==> src/rtl/pong_pkg.sv <==
// pong_pkg: shared constants and types for the pong datapath.
//   - Screen geometry (SCREEN_W x SCREEN_H visible pixels).
//   - Default bar and ball dimensions.
//   - Coordinate width used by every rectangle compare in the top level.
//   - Paddle FSM state encoding (HOLD/UP/DOWN).
package pong_pkg;

    localparam int SCREEN_W       = 640;
    localparam int SCREEN_H       = 480;

    localparam int DEF_BAR_LENGTH = 180;
    localparam int DEF_BAR_WIDTH  = 20;
    localparam int DEF_BALL_SIZE  = 20;

    localparam int COORD_W        = 12;

    // Saturation point of the hold-frame counter used by the acceleration option.
    localparam int ACCEL_SAT      = 16;

    typedef enum logic [1:0] {
        PS_HOLD = 2'd0,
        PS_UP   = 2'd1,
        PS_DOWN = 2'd2
    } paddle_state_t;

endpackage

==> src/rtl/button_debounce.sv <==
// button_debounce: conditions one raw active-low push-button.
//   A 2-flop synchroniser (reset to released) feeds an inverter so that
//   pressed reads as 1. A stability counter accepts the new level once it
//   has differed from the accepted level for DEBOUNCE consecutive cycles;
//   any return to the accepted level clears the counter.
// Ports:
//   i_clk      clock
//   i_rst_n    active-low async reset (already synchronised by the parent)
//   i_btn_n    raw button, active-low
//   o_pressed  debounced level, 1 = pressed
module button_debounce #(
    parameter int DEBOUNCE = 250000
) (
    input  logic i_clk,
    input  logic i_rst_n,
    input  logic i_btn_n,
    output logic o_pressed
);

    localparam int CNT_W = ($clog2(DEBOUNCE) > 0) ? $clog2(DEBOUNCE) : 1;
    localparam logic [CNT_W-1:0] CNT_LAST = CNT_W'(DEBOUNCE - 1);

    logic             r_sync1;
    logic             r_sync2;
    logic             r_accepted;
    logic [CNT_W-1:0] r_cnt;
    logic             w_level;

    assign w_level = ~r_sync2;

    always_ff @(posedge i_clk or negedge i_rst_n) begin
        if (!i_rst_n) begin
            r_sync1    <= 1'b1;
            r_sync2    <= 1'b1;
            r_accepted <= 1'b0;
            r_cnt      <= '0;
        end else begin
            r_sync1 <= i_btn_n;
            r_sync2 <= r_sync1;
            if (w_level == r_accepted) begin
                r_cnt <= '0;
            end else if (r_cnt == CNT_LAST) begin
                // Level has been different for DEBOUNCE cycles: take it.
                r_accepted <= w_level;
                r_cnt      <= '0;
            end else begin
                r_cnt <= r_cnt + 1'b1;
            end
        end
    end

    assign o_pressed = r_accepted;

endmodule

==> src/rtl/paddle_ctrl.sv <==
// paddle_ctrl: player paddle controller for the pong top level.
//   Debounces the up/down buttons, runs a HOLD/UP/DOWN FSM every cycle and
//   moves the bar once per frame on the rising edge of in_animate, clamping
//   y1 to 0 .. SCREEN_H-BAR_LENGTH. Outputs bar corners in 12-bit coordinates.
//   Optional build macro PADDLE_ACCEL_EN: a hold-frame counter raises the
//   step to 2*SPEED after 8 frames of continuous motion and 3*SPEED at 16.
// Ports:
//   in_clock     system clock
//   in_reset     async active-low reset (synchronised deassertion inside)
//   in_btn_up    raw up button, active-low
//   in_btn_down  raw down button, active-low
//   in_animate   end-of-frame strobe
//   in_enable    1 = movement allowed
//   out_x1/x2    bar left/right edge (constant)
//   out_y1/y2    bar top/bottom edge
//   out_state    FSM state (0 HOLD, 1 UP, 2 DOWN)
//
// state   | meaning
// --------+--------------------------------------------
// HOLD    | no button, both buttons, or movement disabled
// UP      | only up pressed; y1 decreases on each frame
// DOWN    | only down pressed; y1 increases on each frame
module paddle_ctrl #(
    parameter int IX         = 10,
    parameter int IY         = 150,
    parameter int BAR_WIDTH  = pong_pkg::DEF_BAR_WIDTH,
    parameter int BAR_LENGTH = pong_pkg::DEF_BAR_LENGTH,
    parameter int SCREEN_H   = pong_pkg::SCREEN_H,
    parameter int SPEED      = 4,
    parameter int DEBOUNCE   = 250000
) (
    input  logic        in_clock,
    input  logic        in_reset,
    input  logic        in_btn_up,
    input  logic        in_btn_down,
    input  logic        in_animate,
    input  logic        in_enable,
    output logic [11:0] out_x1,
    output logic [11:0] out_x2,
    output logic [11:0] out_y1,
    output logic [11:0] out_y2,
    output logic [1:0]  out_state
);

    import pong_pkg::*;

    if (BAR_LENGTH >= SCREEN_H) begin : g_bad_bar_length
        $error("paddle_ctrl: BAR_LENGTH must be smaller than SCREEN_H");
    end

    localparam logic [COORD_W-1:0] X1_C    = COORD_W'(IX);
    localparam logic [COORD_W-1:0] X2_C    = COORD_W'(IX + BAR_WIDTH);
    localparam logic [COORD_W-1:0] Y1_RST  = COORD_W'(IY);
    localparam logic [COORD_W-1:0] BAR_L_C = COORD_W'(BAR_LENGTH);
    localparam logic signed [12:0] Y1_MAX  = 13'(SCREEN_H - BAR_LENGTH);
    localparam logic signed [12:0] STEP1   = 13'(SPEED);

    // Reset: asserts asynchronously, released two clocks after in_reset rises.
    logic r_rst_meta;
    logic r_rst_sync;
    logic w_rst_n;

    always_ff @(posedge in_clock or negedge in_reset) begin
        if (!in_reset) begin
            r_rst_meta <= 1'b0;
            r_rst_sync <= 1'b0;
        end else begin
            r_rst_meta <= 1'b1;
            r_rst_sync <= r_rst_meta;
        end
    end

    assign w_rst_n = r_rst_sync;

    logic w_up;
    logic w_down;

    button_debounce #(.DEBOUNCE(DEBOUNCE)) u_dbnc_up (
        .i_clk     (in_clock),
        .i_rst_n   (w_rst_n),
        .i_btn_n   (in_btn_up),
        .o_pressed (w_up)
    );

    button_debounce #(.DEBOUNCE(DEBOUNCE)) u_dbnc_down (
        .i_clk     (in_clock),
        .i_rst_n   (w_rst_n),
        .i_btn_n   (in_btn_down),
        .o_pressed (w_down)
    );

    paddle_state_t        r_state;
    paddle_state_t        w_state_next;
    logic [COORD_W-1:0]   r_y1;
    logic [COORD_W-1:0]   r_y2;
    logic                 r_anim_d;
    logic                 w_anim_rise;
    logic signed [12:0]   w_step;
    logic signed [12:0]   w_y1_ext;
    logic signed [12:0]   w_y1_sum;
    logic [COORD_W-1:0]   w_y1_next;

    // A long in_animate pulse moves the bar only once.
    assign w_anim_rise = in_animate & ~r_anim_d;

    always_comb begin
        w_state_next = PS_HOLD;
        if (in_enable) begin
            if (w_up && !w_down) begin
                w_state_next = PS_UP;
            end else if (w_down && !w_up) begin
                w_state_next = PS_DOWN;
            end
        end
    end

`ifdef PADDLE_ACCEL_EN
    localparam logic signed [12:0] STEP2 = 13'(2 * SPEED);
    localparam logic signed [12:0] STEP3 = 13'(3 * SPEED);
    localparam logic [4:0]         CNT_SAT = 5'(ACCEL_SAT);

    logic [4:0] r_hold_cnt;

    always_comb begin
        if (r_hold_cnt >= CNT_SAT) begin
            w_step = STEP3;
        end else if (r_hold_cnt >= 5'd8) begin
            w_step = STEP2;
        end else begin
            w_step = STEP1;
        end
    end
`else
    assign w_step = STEP1;
`endif

    // Signed 13-bit arithmetic so moving up from y1 < step goes negative
    // and saturates to 0 instead of wrapping.
    assign w_y1_ext = $signed({1'b0, r_y1});

    always_comb begin
        w_y1_sum  = w_y1_ext;
        w_y1_next = r_y1;
        case (r_state)
            PS_UP: begin
                w_y1_sum = w_y1_ext - w_step;
                if (w_y1_sum[12]) begin
                    w_y1_next = '0;
                end else begin
                    w_y1_next = w_y1_sum[11:0];
                end
            end
            PS_DOWN: begin
                w_y1_sum = w_y1_ext + w_step;
                if (w_y1_sum > Y1_MAX) begin
                    w_y1_next = Y1_MAX[11:0];
                end else begin
                    w_y1_next = w_y1_sum[11:0];
                end
            end
            default: begin
                w_y1_sum  = w_y1_ext;
                w_y1_next = r_y1;
            end
        endcase
    end

    // Motion uses r_state as registered before the animate cycle, so a
    // button change landing on that cycle only affects the next frame.
    always_ff @(posedge in_clock or negedge w_rst_n) begin
        if (!w_rst_n) begin
            r_state  <= PS_HOLD;
            r_y1     <= Y1_RST;
            r_y2     <= Y1_RST + BAR_L_C;
            r_anim_d <= 1'b0;
`ifdef PADDLE_ACCEL_EN
            r_hold_cnt <= '0;
`endif
        end else begin
            r_anim_d <= in_animate;
            r_state  <= w_state_next;
            if (w_anim_rise) begin
                r_y1 <= w_y1_next;
                r_y2 <= w_y1_next + BAR_L_C;
            end
`ifdef PADDLE_ACCEL_EN
            // Any state change (into HOLD or reversing) restarts the count.
            if (r_state == PS_HOLD || w_state_next != r_state) begin
                r_hold_cnt <= '0;
            end else if (w_anim_rise && r_hold_cnt != CNT_SAT) begin
                r_hold_cnt <= r_hold_cnt + 5'd1;
            end
`endif
        end
    end

    assign out_x1    = X1_C;
    assign out_x2    = X2_C;
    assign out_y1    = r_y1;
    assign out_y2    = r_y2;
    assign out_state = r_state;

endmodule
==> config.mk <==
export PLATFORM = sky130hd
export DESIGN_NAME = paddle_ctrl
export DESIGN_NICKNAME = d
export VERILOG_FILES = /design/src/rtl/pong_pkg.sv /design/src/rtl/button_debounce.sv /design/src/rtl/paddle_ctrl.sv
export SDC_FILE = /design/constraint.sdc
export NUM_CORES = 1
export LEC_CHECK = 0
export BUFFER_PORTS_ARGS = -buffer_cell sky130_fd_sc_hd__buf_2
export CAP_MARGIN = 20
export CORE_ASPECT_RATIO = 0.9
export CORE_MARGIN = 1
export CORE_UTILIZATION = 48
export DETAILED_ROUTE_END_ITERATION = 7
export HOLD_SLACK_MARGIN = 0.12
export PLACE_DENSITY_LB_ADDON = 0.08
export SYNTH_ARGS = -nofsm -noshare
export SYNTH_HDL_FRONTEND = slang
export SYNTH_SLANG_ARGS = --single-unit
==> constraint.sdc <==
create_clock -name in_clock -period 5.99 [get_ports in_clock]
set_clock_uncertainty 0.05 [all_clocks]
set_input_delay 1.198 -clock in_clock [delete_from_list [all_inputs] [get_ports in_clock]]
set_output_delay 1.198 -clock in_clock [all_outputs]
set_load 0.1 [all_outputs]
==> summary.md, run 1 <==
| Metric | Value |
|---|---|
| Status | `complete, no violations` |
| Reg clk slew, reported paths | `0.08 ns` |
| CP required | `6.18 ns` |
| Crit share post-route | `62.2%` |
| Core Util, Final | `53.4%` |
| TritonCTS clock tree | `yes` |
| Cts repair resizes | `0` |
| Critical Path End Type | `flip-flop` |
| Dpl cell area | `0.00446 mm^2` |
| Maximum fanout along the worst path | `14` |
| Hold Fails Final Rpt | `0` |
| Fin crit period | `3.73 ns` |
| Setup tns final | `0 ns` |
| Placed Cells | `626` |
| Peak supply drop | `0.141 mV` |
| Layout Cells excl Fill | `642` |
| R2R Setup Slk | `2.26 ns` |
| I/O Pins | `56` |
| Synth Warn # | `0` |
| Via-to-Cell Ratio | `5.59` |
| Biggest area consumer among synthesized cells | `dfrtp_1` |
| GRT Total Usage | `21.6%` |
| IO buf count | `31` |
| Via total after detailed routing | `3590` |
| Worst Setup Start Kind | `flip-flop` |
| Worst path max stage delay | `0.66 ns` |
| Largest cells by area after synthesis | `dfrtp_1, dfstp_2, nor2_1` |
| WS Path Type | `reg2reg` |
| WL final | `9.41 mm` |
| Critical path data arrival time | `3.91 ns` |
| Cells after synthesis | `505` |
| Final WS setup | `2.26 ns` |
| Rows | `32` |
| Nets | `532` |
| First-pass GRT wire length | `15.8 mm` |
| Initial DRC Count | `136` |
| H-tree Lvls | `3` |
| Final setup viols | `0` |
| DR pass1 iterations | `4` |
| Most common cell in the netlist | `dfrtp_1` |
| Clock Latency Late Sink | `0.35 ns` |
| Worst r2r dst | `out_y2[10]` |
| Ys async rst share | `100%` |
| Starting Density | `50.2%` |
| Post-synth EDFFs | `0` |
| Hold Buf Count CTS | `0` |
| Largest net degree at the start of global routing | `44` |
| Layout cells sized above 1 | `15.5%` |
| GRT overflow | `0` |
| Sink Count | `69` |
| Post-DRT Antenna Nets | `0` |
| Origin of the critical flop-to-flop path | `out_y1[2]` |
| Static leakage | `1.94 nW` |
| Ys flop type | `dfrtp_1` |
| Vias in the first global route | `3338` |
| R2R depth | `13` |
| N_diodes | `0` |
| RSZ-0062 raised after global routing | `no` |
| Root Buffer Master | `clkbuf_8` |
| CP Cell Sequence | `ha_1 -> nand4_1 -> a2111oi_2 -> a211o_1 -> o31a_1 -> nor2_1 -> nor2_1 -> a21boi_0 -> ha_1 -> a21oi_2 -> a21oi_2 -> o21a_1 -> or3_1` |
| RD Place Congestion | `0.924` |
| Post-detail-place hpwl | `6.56 mm` |
| Die height | `92.6 um` |
| Post-CTS setup buffer count | `0` |
| Initial antenna violation count | `0` |
| Tightest Hold Check Type | `reg2async` |
| #FFs+latches synth | `69` |
| Clk buf depth | `2` |
| Area Overhead vs Synth | `6.43%` |
| WL/cell | `14.7 um` |
| Die area | `0.00951 mm^2` |
| Fillcell total | `843` |
| Worst rel slew slack | `49.0%` |
| Sequential cell area fraction in the yosys report | `39.8%` |
| Residual DRC | `0` |
| Final Cell Area | `0.00466 mm^2` |
| Die extent in x | `103 um` |
| Cell Area, Synth | `0.00438 mm^2` |
| Slew Limit Fails | `0` |
| Synth cell types | `69` |
| Total core area | `0.00873 mm^2` |
| Share of the synthesized area in the top cell type | `33.2%` |
| Pwr/cell area | `232 mW/mm^2` |
| Achievable Freq | `0.268 GHz` |
| Syn_area_per_cell | `8.67 um^2` |
| Pre-CTS WS | `2.27 ns` |
| Max cap viols | `0` |
| Worst-margin pin slew | `0.754 ns` |
| Slowest CP cell | `dfstp_2` |
| Synth cell count leaders | `dfrtp_1, nor2_1, nand2_1` |
| TritonCTS Buffers | `9` |
## cell families (layout without fill, tap and decap cells)
| kind of cell | after synthesis | in the layout | synth area share (%) |
|---|---|---|---|
| and+or+nand+nor | 211 | 211 | 24.2 |
| DFF | 69 | 69 | 39.8 |
| other | 2 | 25 | 0.172 |
| AOI/OAI and AO/OA | 107 | 107 | 16.9 |
| adders and majority gates | 8 | 8 | 2.29 |
| xor gates and xnor gates | 35 | 35 | 7.00 |
| buffers and inverters | 68 | 63 | 8.55 |
| muxes | 5 | 5 | 1.14 |
## state kept, by name, summed over array words and instances, names as in the netlist, named ones only
register / cells
out_state: 2
out_y1: 10
out_y2: 10
r_anim_d: 1
r_rst_meta: 1
r_rst_sync: 1
u_dbnc_down.o_pressed: 1
u_dbnc_down.r_cnt: 18
u_dbnc_down.r_sync1: 1
u_dbnc_down.r_sync2: 1
u_dbnc_up.o_pressed: 1
u_dbnc_up.r_cnt: 18
u_dbnc_up.r_sync1: 1
u_dbnc_up.r_sync2: 1
## area by class of cell
| cell class | count | area [um^2] | area share (%) |
|---|---|---|---|
| Clock buffer | 10 | 128 | 2.74 |
| Timing Repair Buffer | 32 | 163 | 3.49 |
| Inverter | 15 | 56.3 | 1.21 |
| Sequential cell | 69 | 1740 | 37.4 |
| Multi-Input combinational cell | 391 | 2350 | 50.4 |
| Clock inverter | 6 | 72.6 | 1.56 |
| Tap cell | 119 | 149 | 3.20 |
## worst max-delay path: cells and delay by family (launching register included)
family          cells  cell delay (ns)
flops               1             0.66
simple gates        4             0.79
compound gates      7             1.37
fa+ha+maj           2             0.73
## layout by cell type, fill, tap and decap left out, types with 5 or more instances in the layout
master,Yosys,layout
and2_1,5,5
inv_1,15,15
nor3_1,10,10
nand3_1,23,23
xnor2_1,16,16
a21oi_2,5,5
buf_2,5,31
nand4_1,11,11
nor2_1,56,56
o211ai_1,7,7
a31oi_1,5,5
xor2_1,19,19
or3_1,13,13
a21oi_1,17,17
ha_1,8,8
o21ai_0,28,28
dfrtp_1,58,57
dfstp_2,11,11
clkbuf_8,0,9
conb_1,2,25
nand2_1,54,54
mux2i_1,5,5
and3_1,10,10
## where the power goes
part / switching [W] / leakage, nW / total (W) / internal (W)
combinational: 0.000163 / 0.949 / 0.000189 / 0.0000260
clock: 0.000196 / 0.0906 / 0.000392 / 0.000196
sequential: 0.0000160 / 0.903 / 0.000499 / 0.000483
total: 0.000375 / 1.94 / 0.00108 / 0.000705
## layer usage
layer | routed length (um) | GRT usage (%) | vias up
li1 | - | - | 1747
met2 | 4410 | 33.8 | 80
met5 | 0 | 0 | -
met4 | 244 | 9.52 | 0
met1 | 4390 | 28.5 | 1742
met3 | 368 | 4.60 | 21
## through the flow
| stage | total power, W | hold slack [ns] |
|---|---|---|
| 5_1_grt | 0.00112 | 0.263 |
| 6_report | 0.00108 | 0.201 |
| 2_1_floorplan | 0.000687 | 0.281 |
| 3_3_place_gp | 0.000696 | 0.214 |
| 3_5_place_dp | 0.000698 | 0.219 |
| 4_1_cts | 0.00109 | 0.226 |
## worst max-delay path by stage
stage	from	to	slack (ns)	depth (start not counted)
2_1_floorplan	out_y1[3]	out_y2[10]	2.29	13
3_3_place_gp	out_y1[2]	out_y2[10]	2.41	13
3_5_place_dp	out_y1[2]	out_y2[10]	2.27	13
4_1_cts	out_y1[2]	out_y2[10]	2.26	13
5_1_grt	out_y1[2]	out_y2[10]	1.96	13
6_report	out_y1[2]	out_y2[10]	2.26	13
(Power assumes the default switching activity.)
==> inputs of run 2 (changes only) <==
==> constraint.sdc (replaced) <==
create_clock -name in_clock -period 3.5 [get_ports in_clock]
set_clock_uncertainty 0.05 [all_clocks]
set_input_delay 0.7 -clock in_clock [delete_from_list [all_inputs] [get_ports in_clock]]
set_output_delay 0.7 -clock in_clock [all_outputs]
set_load 0.1 [all_outputs]
==> summary.md, run 2 (same netlist as run 1, synthesis figures left out) <==
| Metric | Value |
|---|---|
| Pre-CTS WS | `0.176 ns` |
| Via total after detailed routing | `3692` |
| Worst hold slack | `0.133 ns` |
| WL/cell | `15.2 um` |
| Starting Density | `50.2%` |
| First-pass GRT wire length | `16.5 mm` |
| Clock Latency Late Sink | `0.35 ns` |
| Core Util, Final | `55.1%` |
| Final WS setup | `0.0986 ns` |
| Static leakage | `2.03 nW` |
| TritonCTS Buffers | `9` |
| Vias in the first global route | `3421` |
| Status | `complete, no violations` |
| Worst rel slew slack | `52.5%` |
| WS Path Type | `reg2reg` |
| Met3 wire length | `578 um` |
| Layout cells sized above 1 | `18.3%` |
| Critical path data arrival time | `3.58 ns` |
| Nets | `550` |
| Area Overhead vs Synth | `9.92%` |
| Worst path max stage delay | `0.48 ns` |
| GRT overflow | `0` |
| Rows | `32` |
| DR pass1 iterations | `6` |
| Post-detail-place hpwl | `7.12 mm` |
| Root Buffer Master | `clkbuf_8` |
| N_diodes | `0` |
| Final setup viols | `0` |
| Worst-margin pin slew | `0.713 ns` |
| TritonCTS clock tree | `yes` |
| Slowest CP cell | `dfrtp_2` |
| Peak supply drop | `0.414 mV` |
| WL final | `10.1 mm` |
| Reg clk slew, reported paths | `0.08 ns` |
| Routed length on met1 | `4.47 mm` |
| CP required | `3.68 ns` |
| Clk buf depth | `2` |
| Largest registers | `u_dbnc_down.r_cnt (18), u_dbnc_up.r_cnt (18)` |
| CP Cell Sequence | `ha_1 -> or3_1 -> a2111oi_4 -> a211o_1 -> o31a_1 -> nor2_1 -> o22ai_1 -> inv_1 -> ha_1 -> a21oi_2 -> a21oi_2 -> o21a_1 -> or3_1` |
| Die height | `92.6 um` |
| Residual DRC | `0` |
| Via-to-Cell Ratio | `5.59` |
| Worst Setup Start Kind | `flip-flop` |
| GRT Total Usage | `22.6%` |
| Largest net degree at the start of global routing | `50` |
| Die extent in x | `103 um` |
| Top layer in use | `met4` |
| Most frequent cells in the layout | `nor2_1, dfrtp_1, nand2_1` |
| Pwr/cell area | `382 mW/mm^2` |
| Maximum fanout along the worst path | `10` |
| CP top delay family | `compound AO/OA/AOI/OAI gates` |
| Tightest Hold Check Type | `reg2async` |
| Initial antenna violation count | `0` |
| Sink Count | `69` |
| Initial DRC Count | `261` |
| Setup tns final | `0 ns` |
| Wire length on met2 | `4.68 mm` |
| Die area | `0.00951 mm^2` |
| IO buf count | `31` |
| Achievable Freq | `0.294 GHz` |
| Post-DRT Antenna Nets | `0` |
| RD Place Congestion | `0.900` |
| Max cap viols | `0` |
| Fin crit period | `3.40 ns` |
| H-tree Lvls | `3` |
| Slew Limit Fails | `0` |
| CP Buf/Inv Count | `1` |
| Crit share post-route | `97.2%` |
| Total core area | `0.00873 mm^2` |
| Critical Path End Type | `flip-flop` |
| Hold Fails Final Rpt | `0` |
| I/O Pins | `56` |
## run 2: where the power goes
| part | switching, W | total, W | leakage (nW) | internal [W] |
|---|---|---|---|---|
| clock | 0.000319 | 0.000652 | 0.0939 | 0.000332 |
| combinational | 0.000291 | 0.000341 | 1.04 | 0.0000501 |
| sequential | 0.0000181 | 0.000846 | 0.901 | 0.000828 |
| total | 0.000628 | 0.00184 | 2.03 | 0.00121 |
## run 2: timing repair
action	in CTS	in global routing
gates resized for setup	0	2
hold buffers	1	0
setup buffers	0	1
setup endpoints to repair	0	1
hold endpoints to repair	2	0
## run 2: worst paths after layout
path                            slack, ns  depth (start not counted)               from                  to
worst max register to register        0.1                         13          out_y1[3]          out_y2[10]
worst max-delay path                  0.1                         13          out_y1[3]          out_y2[10]
worst min register to register       0.13                          0         r_rst_sync  u_dbnc_up.r_cnt[2]
max in group asynchronous            2.28                          1         r_rst_sync           out_y1[3]
min in group in_clock                0.31                          0  u_dbnc_up.r_sync1   u_dbnc_up.r_sync2
worst min-delay path                 0.13                          0         r_rst_sync  u_dbnc_up.r_cnt[2]
## run 2: worst reg2reg max path, cell delays in order (launching register included)
cell,delay (ns)
dfrtp_2,0.48
ha_1,0.25
or3_1,0.36
a2111oi_4,0.37
a211o_1,0.16
o31a_1,0.23
nor2_1,0.10
o22ai_1,0.17
inv_1,0.08
ha_1,0.24
a21oi_2,0.15
a21oi_2,0.09
o21a_1,0.19
or3_1,0.35
## run 2: layout make-up
class,instances,area (um^2)
Fill cell,851,3920
Clock buffer,11,131
Timing Repair Buffer,50,300
Clock inverter,5,60.1
Multi-Input combinational cell,391,2370
Inverter,15,56.3
Sequential cell,69,1750
Tap cell,119,149
## run 2: per-layer routing
layer	global-route usage, %	vias to the layer above
met1	29.9	1759
met3	5.89	34
met5	0	-
met2	34.2	121
met4	10.6	0
li1	-	1778
## run 2: per-stage QoR
stage	cells	instance area [um^2]	total power (W)
detailed placement	642	4580	0.00120
finish	660	4810	0.00184
CTS	659	4790	0.00186
global placement	642	4580	0.00120
global route	660	4810	0.00191
floorplan	528	4470	0.00118
